$ cat src/rtl/jtag_wb_pkg.sv
// rtl/jtag_wb_pkg.sv - shared types and constants for the JTAG-to-Wishbone bridge
//
// Holds the bridge state encoding, the value returned on a failed read,
// the all-lanes select constant and the byte-select expansion helper.
package jtag_wb_pkg;

    typedef enum logic {
        IDLE = 1'b0,
        BUS  = 1'b1
    } state_e;

    localparam logic [31:0] ERROR_READ_VALUE = 32'hFFFF_FFFF;
    localparam logic [3:0]  SEL_ALL_LANES    = 4'hF;

    // A TAP select of zero is shorthand for a full-word access.
    function automatic logic [3:0] expand_sel(input logic [3:0] sel);
        return (sel == 4'h0) ? SEL_ALL_LANES : sel;
    endfunction

endpackage

$ cat src/rtl/jtag_wb_timeout.sv
// rtl/jtag_wb_timeout.sv - 8-bit clear/increment bus-cycle watchdog
//
// Ports:
//   clk, rst   clock and asynchronous active-high reset
//   clear_i    zero the counter (new transaction accepted)
//   inc_i      count one bus cycle that ended without a slave response
//   expired_o  counter has reached LIMIT-1; the current cycle is the last one
module jtag_wb_timeout #(
    parameter int unsigned LIMIT = 255
) (
    input  logic clk,
    input  logic rst,
    input  logic clear_i,
    input  logic inc_i,
    output logic expired_o
);

    logic [7:0] count_q;

    always_ff @(posedge clk or posedge rst) begin
        if (rst) begin
            count_q <= 8'd0;
        end else if (clear_i) begin
            count_q <= 8'd0;
        end else if (inc_i) begin
            count_q <= count_q + 8'd1;
        end
    end

    // Counter is zero in the first bus cycle, so matching LIMIT-1 aborts
    // exactly LIMIT cycles after cyc rises.
    assign expired_o = (count_q == 8'(LIMIT - 1));

endmodule

$ cat src/rtl/jtag_wb_bridge.sv
// rtl/jtag_wb_bridge.sv - turns single-cycle TAP management strobes into classic Wishbone cycles
//
// Optional feature: define JTAG_WB_TIMEOUT_EN to abort unanswered bus cycles
// after TIMEOUT_CYCLES cycles; otherwise the bridge waits forever for ack/err.
//
// Ports:
//   clk, rst                       clock, asynchronous active-high reset
//   management_enable/writeEnable  request strobe and direction from the TAP
//   management_byteSelect/address  byte lanes (0 = all) and word address
//   management_writeData           write payload
//   management_readData            result of the last completed read
//   management_busy                a Wishbone cycle is in progress
//   management_error/overrun       sticky status, cleared by the next accepted request
//   wb_*                           classic Wishbone master port
module jtag_wb_bridge
    import jtag_wb_pkg::*;
#(
    parameter logic [31:0] BASE_ADDRESS   = 32'h0000_0000,
    parameter int unsigned TIMEOUT_CYCLES = 255
) (
    input  logic        clk,
    input  logic        rst,
    input  logic        management_enable,
    input  logic        management_writeEnable,
    input  logic [3:0]  management_byteSelect,
    input  logic [19:0] management_address,
    input  logic [31:0] management_writeData,
    output logic [31:0] management_readData,
    output logic        management_busy,
    output logic        management_error,
    output logic        management_overrun,
    output logic        wb_cyc_o,
    output logic        wb_stb_o,
    output logic        wb_we_o,
    output logic [3:0]  wb_sel_o,
    output logic [31:0] wb_adr_o,
    output logic [31:0] wb_dat_o,
    input  logic [31:0] wb_dat_i,
    input  logic        wb_ack_i,
    input  logic        wb_err_i
);

    state_e      state_q;
    logic        we_q;
    logic [3:0]  sel_q;
    logic [31:0] adr_q;
    logic [31:0] dat_q;
    logic [31:0] rdata_q;
    logic        error_q;
    logic        overrun_q;
    logic        timeout_w;
    logic        accept_w;

    assign accept_w = (state_q == IDLE) && management_enable;

`ifdef JTAG_WB_TIMEOUT_EN
    jtag_wb_timeout #(
        .LIMIT (TIMEOUT_CYCLES)
    ) u_timeout (
        .clk       (clk),
        .rst       (rst),
        .clear_i   (accept_w),
        .inc_i     ((state_q == BUS) && !wb_ack_i && !wb_err_i),
        .expired_o (timeout_w)
    );
`else
    logic unused_timeout_cfg;
    assign unused_timeout_cfg = (TIMEOUT_CYCLES != 0);
    assign timeout_w          = 1'b0;
`endif

    always_ff @(posedge clk or posedge rst) begin
        if (rst) begin
            state_q   <= IDLE;
            we_q      <= 1'b0;
            sel_q     <= 4'h0;
            adr_q     <= 32'h0;
            dat_q     <= 32'h0;
            rdata_q   <= 32'h0;
            error_q   <= 1'b0;
            overrun_q <= 1'b0;
        end else begin
            case (state_q)
                IDLE: begin
                    if (accept_w) begin
                        state_q   <= BUS;
                        we_q      <= management_writeEnable;
                        sel_q     <= expand_sel(management_byteSelect);
                        adr_q     <= BASE_ADDRESS | {10'b0, management_address, 2'b00};
                        dat_q     <= management_writeEnable ? management_writeData : 32'h0;
                        error_q   <= 1'b0;
                        overrun_q <= 1'b0;
                    end
                end
                BUS: begin
                    // Any strobe while a cycle is open is dropped, including
                    // the strobe that coincides with the terminating ack.
                    if (management_enable) begin
                        overrun_q <= 1'b1;
                    end
                    // err beats ack; a real ack beats a simultaneous timeout.
                    if (wb_err_i || (timeout_w && !wb_ack_i)) begin
                        error_q <= 1'b1;
                        if (!we_q) begin
                            rdata_q <= ERROR_READ_VALUE;
                        end
                        state_q <= IDLE;
                    end else if (wb_ack_i) begin
                        if (!we_q) begin
                            rdata_q <= wb_dat_i;
                        end
                        state_q <= IDLE;
                    end
                end
                default: state_q <= IDLE;
            endcase
        end
    end

    assign wb_cyc_o            = (state_q == BUS);
    assign wb_stb_o            = (state_q == BUS);
    assign wb_we_o             = we_q;
    assign wb_sel_o            = sel_q;
    assign wb_adr_o            = adr_q;
    assign wb_dat_o            = dat_q;
    assign management_busy     = (state_q == BUS);
    assign management_readData = rdata_q;
    assign management_error    = error_q;
    assign management_overrun  = overrun_q;

endmodule

$ cat config.mk
export PLATFORM = sky130hd
export DESIGN_NAME = jtag_wb_bridge
export DESIGN_NICKNAME = d
export VERILOG_FILES = /design/src/rtl/jtag_wb_pkg.sv /design/src/rtl/jtag_wb_timeout.sv /design/src/rtl/jtag_wb_bridge.sv
export SDC_FILE = /design/constraint.sdc
export NUM_CORES = 1
export LEC_CHECK = 0
export ABC_AREA = 1
export BUFFER_PORTS_ARGS = -buffer_cell sky130_fd_sc_hd__buf_2
export CORE_AREA = 8 8 130 84
export CTS_CLUSTER_DIAMETER = 80
export DETAILED_ROUTE_END_ITERATION = 12
export DIE_AREA = 0 0 138 92
export GPL_ROUTABILITY_DRIVEN = 0
export GPL_TIMING_DRIVEN = 0
export HOLD_SLACK_MARGIN = 0.08
export PLACE_DENSITY = 0.78
export SLEW_MARGIN = 20
export SYNTH_ARGS = -nofsm -noshare
export SYNTH_HDL_FRONTEND = slang
export SYNTH_HIERARCHICAL = 1
export SYNTH_SLANG_ARGS = --single-unit
$ cat constraint.sdc
create_clock -name clk -period 3.8 [get_ports clk]
set_input_delay 0.76 -clock clk [delete_from_list [all_inputs] [get_ports clk]]
set_output_delay 0.76 -clock clk [all_outputs]
set_load 0.02 [all_outputs]
Word level (Yosys, flattened, before mapping)
Index checks and enable logic that the tools add are counted.
- output and inout bits: 106
- input port bits: 94
- register bits after elaboration: 92
- word-level logic and storage cells: 35
- multiplexer cells: 15
- reductions and logical operators: 7
- eq/ne operators: 3
- bitwise gates (word level): 2
- operator list (kind ; number):
    $mux W32 ; 5
    $mux W1 ; 6
    $ne A2 B2 Y1 const B ; 3
    $pmux W1 S2 ; 3
    $reduce_and A2 Y1 ; 3
    $logic_not A4 Y1 ; 1
    $mux W4 ; 1
    $reduce_and A3 Y1 ; 1
    $not A1 Y1 ; 2
    $reduce_bool A2 Y1 ; 1
    $logic_and A1 B1 Y1 ; 1

Logic depth before layout (Yosys ltp)
Gate-level depths: netlist of the first run.
- depth in word-level cells: 4
- gate-level depth with buffers: 6

Worst setup path after synthesis of the first run
OpenSTA, ideal clock, no wires.
- kind: register to output
- from: register state_q, in the netlist management_busy
- to: output port wb_cyc_o
- arrival: 0.715 ns
- setup slack: 2.325 ns
- stages on the path, launching flop included: 2
- path buffers: 1
- cells stage by stage: dfrtp_1 -> buf_4
- RTL lines (what ; line ; source):
    from (decl) ; jtag_wb_bridge.sv:43 ; state_e state_q;
    from (signal assigned) ; jtag_wb_bridge.sv:74 ; state_q <= IDLE;
    from (signal assigned) ; jtag_wb_bridge.sv:86 ; state_q <= BUS;
    from (signal assigned) ; jtag_wb_bridge.sv:107 ; state_q <= IDLE;
    to (decl) ; jtag_wb_bridge.sv:32 ; output logic wb_cyc_o,
No word-level cell between the ends.

Final worst setup path of the first run
- from: register state_q, in the netlist management_busy
- to: output port wb_cyc_o
No word-level cell between the ends.

==> flow_summary.ini, run 1 <==
[run_status]
outcome = complete, no violations

[synth]
synthAdderAreaFrac = 0
syn_area_per_cell_um2 = 8.66
syn_area_um2 = 3920
synthMuxAreaShare = 0
yosys_warnings = 6
seq_area_frac_synth = 0.587
synth_top_family_by_area = simple AND/OR/NAND/NOR gates
synth-xor-area-share = 0
yosys.area_share.simple = 0.297
ys_ff_latch = 92
ys_types = 16
synthCells = 453
synth_compound_area_frac = 0.0485

[placed_design]
place_ws_ns = 2.02
portBuffers = 186
place_area_um2 = 5070
dpl.hpwl_um = 9340
dp_cells = 767

[finish]
fillCellCount = 797
diodes = 0
drive_gt1_frac = 0.411
area_growth_pct = 36.7
final_cell_area_um2 = 5370
fin_nets = 756
seqCellArea_um2 = 2300
fin_util = 0.602
multi_input_area_um2 = 1400
instances_no_fill = 781

[drt]
drtIter0Drc = 155
viasPerCell = 4.70
wire_per_inst_um = 15.1
wl_um = 11800
vias = 3667
antenna_left = 0
drc = 0
drt-pass1-iter-count = 4

[sta]
rsz0062_at_grt = no
finalCriticalPeriod_ns = 1.90
drv_slew = 0
finalCritPeriodShare = 0.499
fin_ws_ns = 1.90
setup_viol = 0
final.setup_skew_ns = 0.00367
clock.fmax_ghz = 0.527
hold_violations = 0

[clocking]
clk_pin_slew_worst_paths_ns = 0.06
htreeDepth = 3
cts_made_buffers = 9
cts_resized = 0
cts_tree = built
postCtsSetupRepairBufs = 0
insertion_delay_ns = 0.33
cts-root-buf = clkbuf_16
cts_hold_buf = 0
clk_path_buf_depth = 2
cts_sinks = 92

[power_and_ir_drop]
p_total_mw = 3.12
power_leakage_nw = 3.05
p_per_area_nw_per_um2 = 581
ir_worst_vdd_mv = 0.318

[die]
start_util = 0.440
core-area_um2 = 8920
die_w_um = 138
io_pins = 200
dieArea_um2 = 12700
row_count = 27
die_h_um = 92

[critical_path]
worstPathArrival_ns = 1.14
critPathKind = flop to primary output
rrSetupSlack_ns = 2.32
slowest_stage = dfrtp_1
path_buf_inv = 2
cp_max_fo = 6
cp.required_ns = 3.04
crit_chain = buf_4, buf_2
cp_top_family = flip-flops
cp-end-kind = primary output
slowest_delay_ns = 0.50
cp-start-kind = flop

[min_path]
hold_path.class = input pin to asynchronous set/reset pin

[flow_run]
maxCapViolCount = 0

[global_routing]
grt_pass1_vias = 3751
grt_pass1_wl_um = 19400
grt_max_degree = 67
overflow = 0
gr-usage-all-layers = 0.185
antenna_found_initial = 1
==> kinds of logic (layout without fill, tap and decap cells) <==
kind of cell	count (synthesis)	count (layout)
flops	92	92
other cells	1	12
simple gates	274	274
buf+inv	48	249
compound gates	38	38
==> layout make-up <==
| class | count | share of cell area |
|---|---|---|
| Clock buffer | 12 | 0.0478 |
| Multi-Input combinational cell | 324 | 0.261 |
| Buffer | 41 | 0.0443 |
| Clock inverter | 2 | 0.00653 |
| Inverter | 7 | 0.00583 |
| Timing Repair Buffer | 187 | 0.179 |
| Tap cell | 116 | 0.0271 |
| Sequential cell | 92 | 0.429 |
==> layer usage <==
layer	vias to the layer above	GRT usage	wire, um
met5	-	0	8
met4	2	0.0459	121
met3	14	0.0870	1200
met2	149	0.284	5290
met1	1707	0.231	5210
li1	1795	-	-
==> per-stage QoR <==
stage	hold WS, ns	setup TNS (ns)
finish	0.385	0
global route	0.387	0
CTS	0.379	0
detailed placement	0.462	0
global placement	0.458	-39.27
floorplan	0.587	0
==> path summary, 6_finish.rpt <==
| check | startpoint | to | cells past startpoint |
|---|---|---|---|
| max | management_busy | wb_cyc_o | 2 |
| min | rst | management_readData[9] | 2 |
| max reg2reg | management_busy | wb_dat_o[13] | 4 |
| min reg2reg | management_readData[14] | management_readData[14] | 2 |
| max in group asynchronous | rst | wb_dat_o[28] | 3 |
| min in group clk | management_readData[14] | management_readData[14] | 2 |
==> registers in the layout, indices dropped and copies added (netlist names) <==
name and flops:
management_error 1, management_busy 1, wb_sel_o 4, management_readData 32, wb_we_o 1, wb_dat_o 32
management_overrun 1, wb_adr_o 20
==> cells in the final DEF, fill, tap and decap left out, types with 2 or more instances in the layout <==
cell / count
clkbuf_1: 7
clkbuf_8: 2
nand2_1: 194
o21ai_0: 34
conb_1: 12
buf_4: 16
inv_1: 5
or2_2: 32
dfrtp_1: 92
nand3_1: 32
nand2_2: 2
clkbuf_16: 9
a21oi_1: 4
nor2_1: 12
buf_2: 205
==> power breakdown <==
part | switching, mW | internal (mW)
Sequential | 0.119 | 1.19
Clock | 0.343 | 0.537
Combinational | 0.609 | 0.319
==> worst register-to-register path: stages, from the launching register on <==
cell	delay, ns
dfrtp_1	0.50
inv_2	0.11
nand2_2	0.22
clkbuf_1	0.37
o21ai_0	0.15
==> synthesized netlist by cell type, drive strengths merged <==
library cell,instances,share of area
nand2,196,0.19
dfrtp,92,0.59
buf,35,0.055
o21ai,34,0.043
nand3,32,0.041
or2,32,0.051
nor2,14,0.016
inv,7,0.0067
clkbuf,6,0.0057
a21oi,4,0.0051
conb,1,0.00096
No activity file was read; power rests on OpenSTA's default activity.
==> run 2: changes to the inputs <==
--- a/config.mk
+++ b/config.mk
@@ -7,14 +7,14 @@
 export LEC_CHECK = 0
 export ABC_AREA = 1
 export BUFFER_PORTS_ARGS = -buffer_cell sky130_fd_sc_hd__buf_2
-export CORE_AREA = 8 8 130 84
+export CORE_AREA = 8 8 136 87
 export CTS_CLUSTER_DIAMETER = 80
 export DETAILED_ROUTE_END_ITERATION = 12
-export DIE_AREA = 0 0 138 92
+export DIE_AREA = 0 0 144 95
 export GPL_ROUTABILITY_DRIVEN = 0
 export GPL_TIMING_DRIVEN = 0
 export HOLD_SLACK_MARGIN = 0.08
-export PLACE_DENSITY = 0.78
+export PLACE_DENSITY = 0.75
 export SLEW_MARGIN = 20
 export SYNTH_ARGS = -nofsm -noshare
 export SYNTH_HDL_FRONTEND = slang
==> constraint.sdc (replaced) <==
create_clock -name clk -period 1.52 [get_ports clk]
set_input_delay 0.304 -clock clk [delete_from_list [all_inputs] [get_ports clk]]
set_output_delay 0.304 -clock clk [all_outputs]
set_load 0.02 [all_outputs]
==> run 2 against run 1 <==
Final cell count is 2.9% higher; hold slack worse by 0.22 ns; via count is 0.71% lower; non-clock buffer count is 2 higher; largest cell class unchanged; highest routed layer is now met4.
==> flow_summary.ini, run 2 (synthesis gave the netlist of run 1 again) <==
[power_and_ir_drop]
p_sw_frac = 0.353
power_leakage_nw = 3.05
power.internal_mw = 4.98
ir_worst_vdd_mv = 0.830
combPwrFrac = 0.301
p_total_mw = 7.70
p_per_area_nw_per_um2 = 1420
power_frac_seq = 0.424
p_sw_mw = 2.72
clkPwrFrac = 0.274

[finish]
fin_nets = 758
layout_commonest_cell = buf_2
instances_no_fill = 804
final_cell_mix = buf_2 (205), nand2_1 (194), dfrtp_1 (92)
drive_gt1_frac = 0.414
diodes = 0
area_growth_pct = 37.9

[min_path]
hold_path.class = input pin to flop
hp-start = management_address[4]
hold_end = wb_adr_o[6]
worstHoldPathCells = 3

[drt]
vias = 3641
drtIter0Drc = 186
antenna_left = 0
drt-pass1-iter-count = 4
viasPerCell = 4.53
wire_per_inst_um = 14.6
wl_um = 11700
drc = 0

[critical_path]
r2r-start = management_busy
cp.required_ns = 1.22
critPathKind = flop to primary output
crit_chain = buf_4, buf_2
cp-start-kind = flop
r2r_end = wb_dat_o[10]
cp-end-kind = primary output
slowest_delay_ns = 0.45
slowest_stage = dfrtp_1
rrSetupSlack_ns = 0.13
reg2reg_depth = 4
cp_max_fo = 6
worstPathArrival_ns = 1.09

[run_status]
outcome = complete, no violations

[global_routing]
grt_pass1_wl_um = 18700
grt_max_degree = 36
grt_pass1_vias = 3794
overflow = 0
gr-usage-all-layers = 0.171
antenna_found_initial = 0

[clocking]
cts_tree = built
cts_sinks = 92
clk_path_buf_depth = 2
clk_pin_slew_worst_paths_ns = 0.07
cts-root-buf = clkbuf_16
cts_made_buffers = 9
htreeDepth = 3
insertion_delay_ns = 0.33

[die]
io_pins = 200
die_w_um = 144
core-area_um2 = 9700
start_util = 0.404
row_count = 28
dieArea_um2 = 13700
die_h_um = 95

[sta]
drv_slew = 0
clock.fmax_ghz = 0.717
finalCritPeriodShare = 0.918
rsz0062_at_grt = no
final.setup_skew_ns = 0.00512
slew_headroom = 0.606
finalCriticalPeriod_ns = 1.40
worst_slew_pin_slew_ns = 0.590
hold_violations = 0
setup_viol = 0
holdWs_ns = 0.160

[flow_run]
maxCapViolCount = 0

[placed_design]
dp_cells = 787
portBuffers = 186
dpl.hpwl_um = 9250
## run 2: critical path: cells and delay by family (launching register included)
kind | cells | cell delay, ns
flops | 1 | 0.45
buf+inv | 2 | 0.31
## run 2: power groups by stage
stage / clock [mW] / sequential, mW / combinational, mW
detailed placement: 0 / 3.30 / 2.36
floorplan: 0 / 3.94 / 0.750
CTS: 2.19 / 3.26 / 2.36
global route: 2.28 / 3.33 / 2.54
finish: 2.11 / 3.27 / 2.32
global placement: 0 / 3.28 / 2.30
## run 2: what timing repair did
action,in CTS,in global routing
buffers inserted,0,0
hold buffers,1,0
gates resized for setup,0,2
hold endpoints to repair,24,0
setup endpoints to repair,0,2
## run 2: cell type report
| type | count | area, um2 |
|---|---|---|
| Clock inverter | 4 | 33.8 |
| Clock buffer | 12 | 256 |
| Buffer | 41 | 239 |
| Sequential cell | 92 | 2300 |
| Timing Repair Buffer | 189 | 981 |
| Multi-Input combinational cell | 324 | 1400 |
| Inverter | 7 | 30.0 |
| Fill cell | 882 | 4290 |
| Tap cell | 135 | 169 |
## run 2: through the flow
step                      setup slack, ns   util  TNS [ns]  instance area, um2
after floorplan                     0.138      -         0                3970
final                               0.125  0.558         0                5410
after detailed placement            0.101  0.526         0                5110
after global placement             -0.461  0.522    -41.85                5070
after global routing               0.0182  0.558         0                5410
after CTS                          0.0869  0.557         0                5410
## run 2: worst max-delay path by stage
stage | cells after the start | to | from | slack (ns)
6_report | 2 | wb_cyc_o | management_busy | 0.12
5_1_grt | 4 | wb_dat_o[10] | management_busy | 0.02
4_1_cts | 4 | wb_dat_o[10] | management_busy | 0.09
3_5_place_dp | 4 | wb_dat_o[13] | management_busy | 0.10
3_3_place_gp | 2 | wb_adr_o[20] | rst | -0.46
2_1_floorplan | 1 | management_busy | rst | 0.14
## run 2: per-layer routing
layer  GRT usage  part of all wire  wire (um)
met1       0.226              0.45       5230
met2       0.266              0.46       5360
met3      0.0554             0.086       1010
met4      0.0479            0.0094        110
met5           0                 0          0
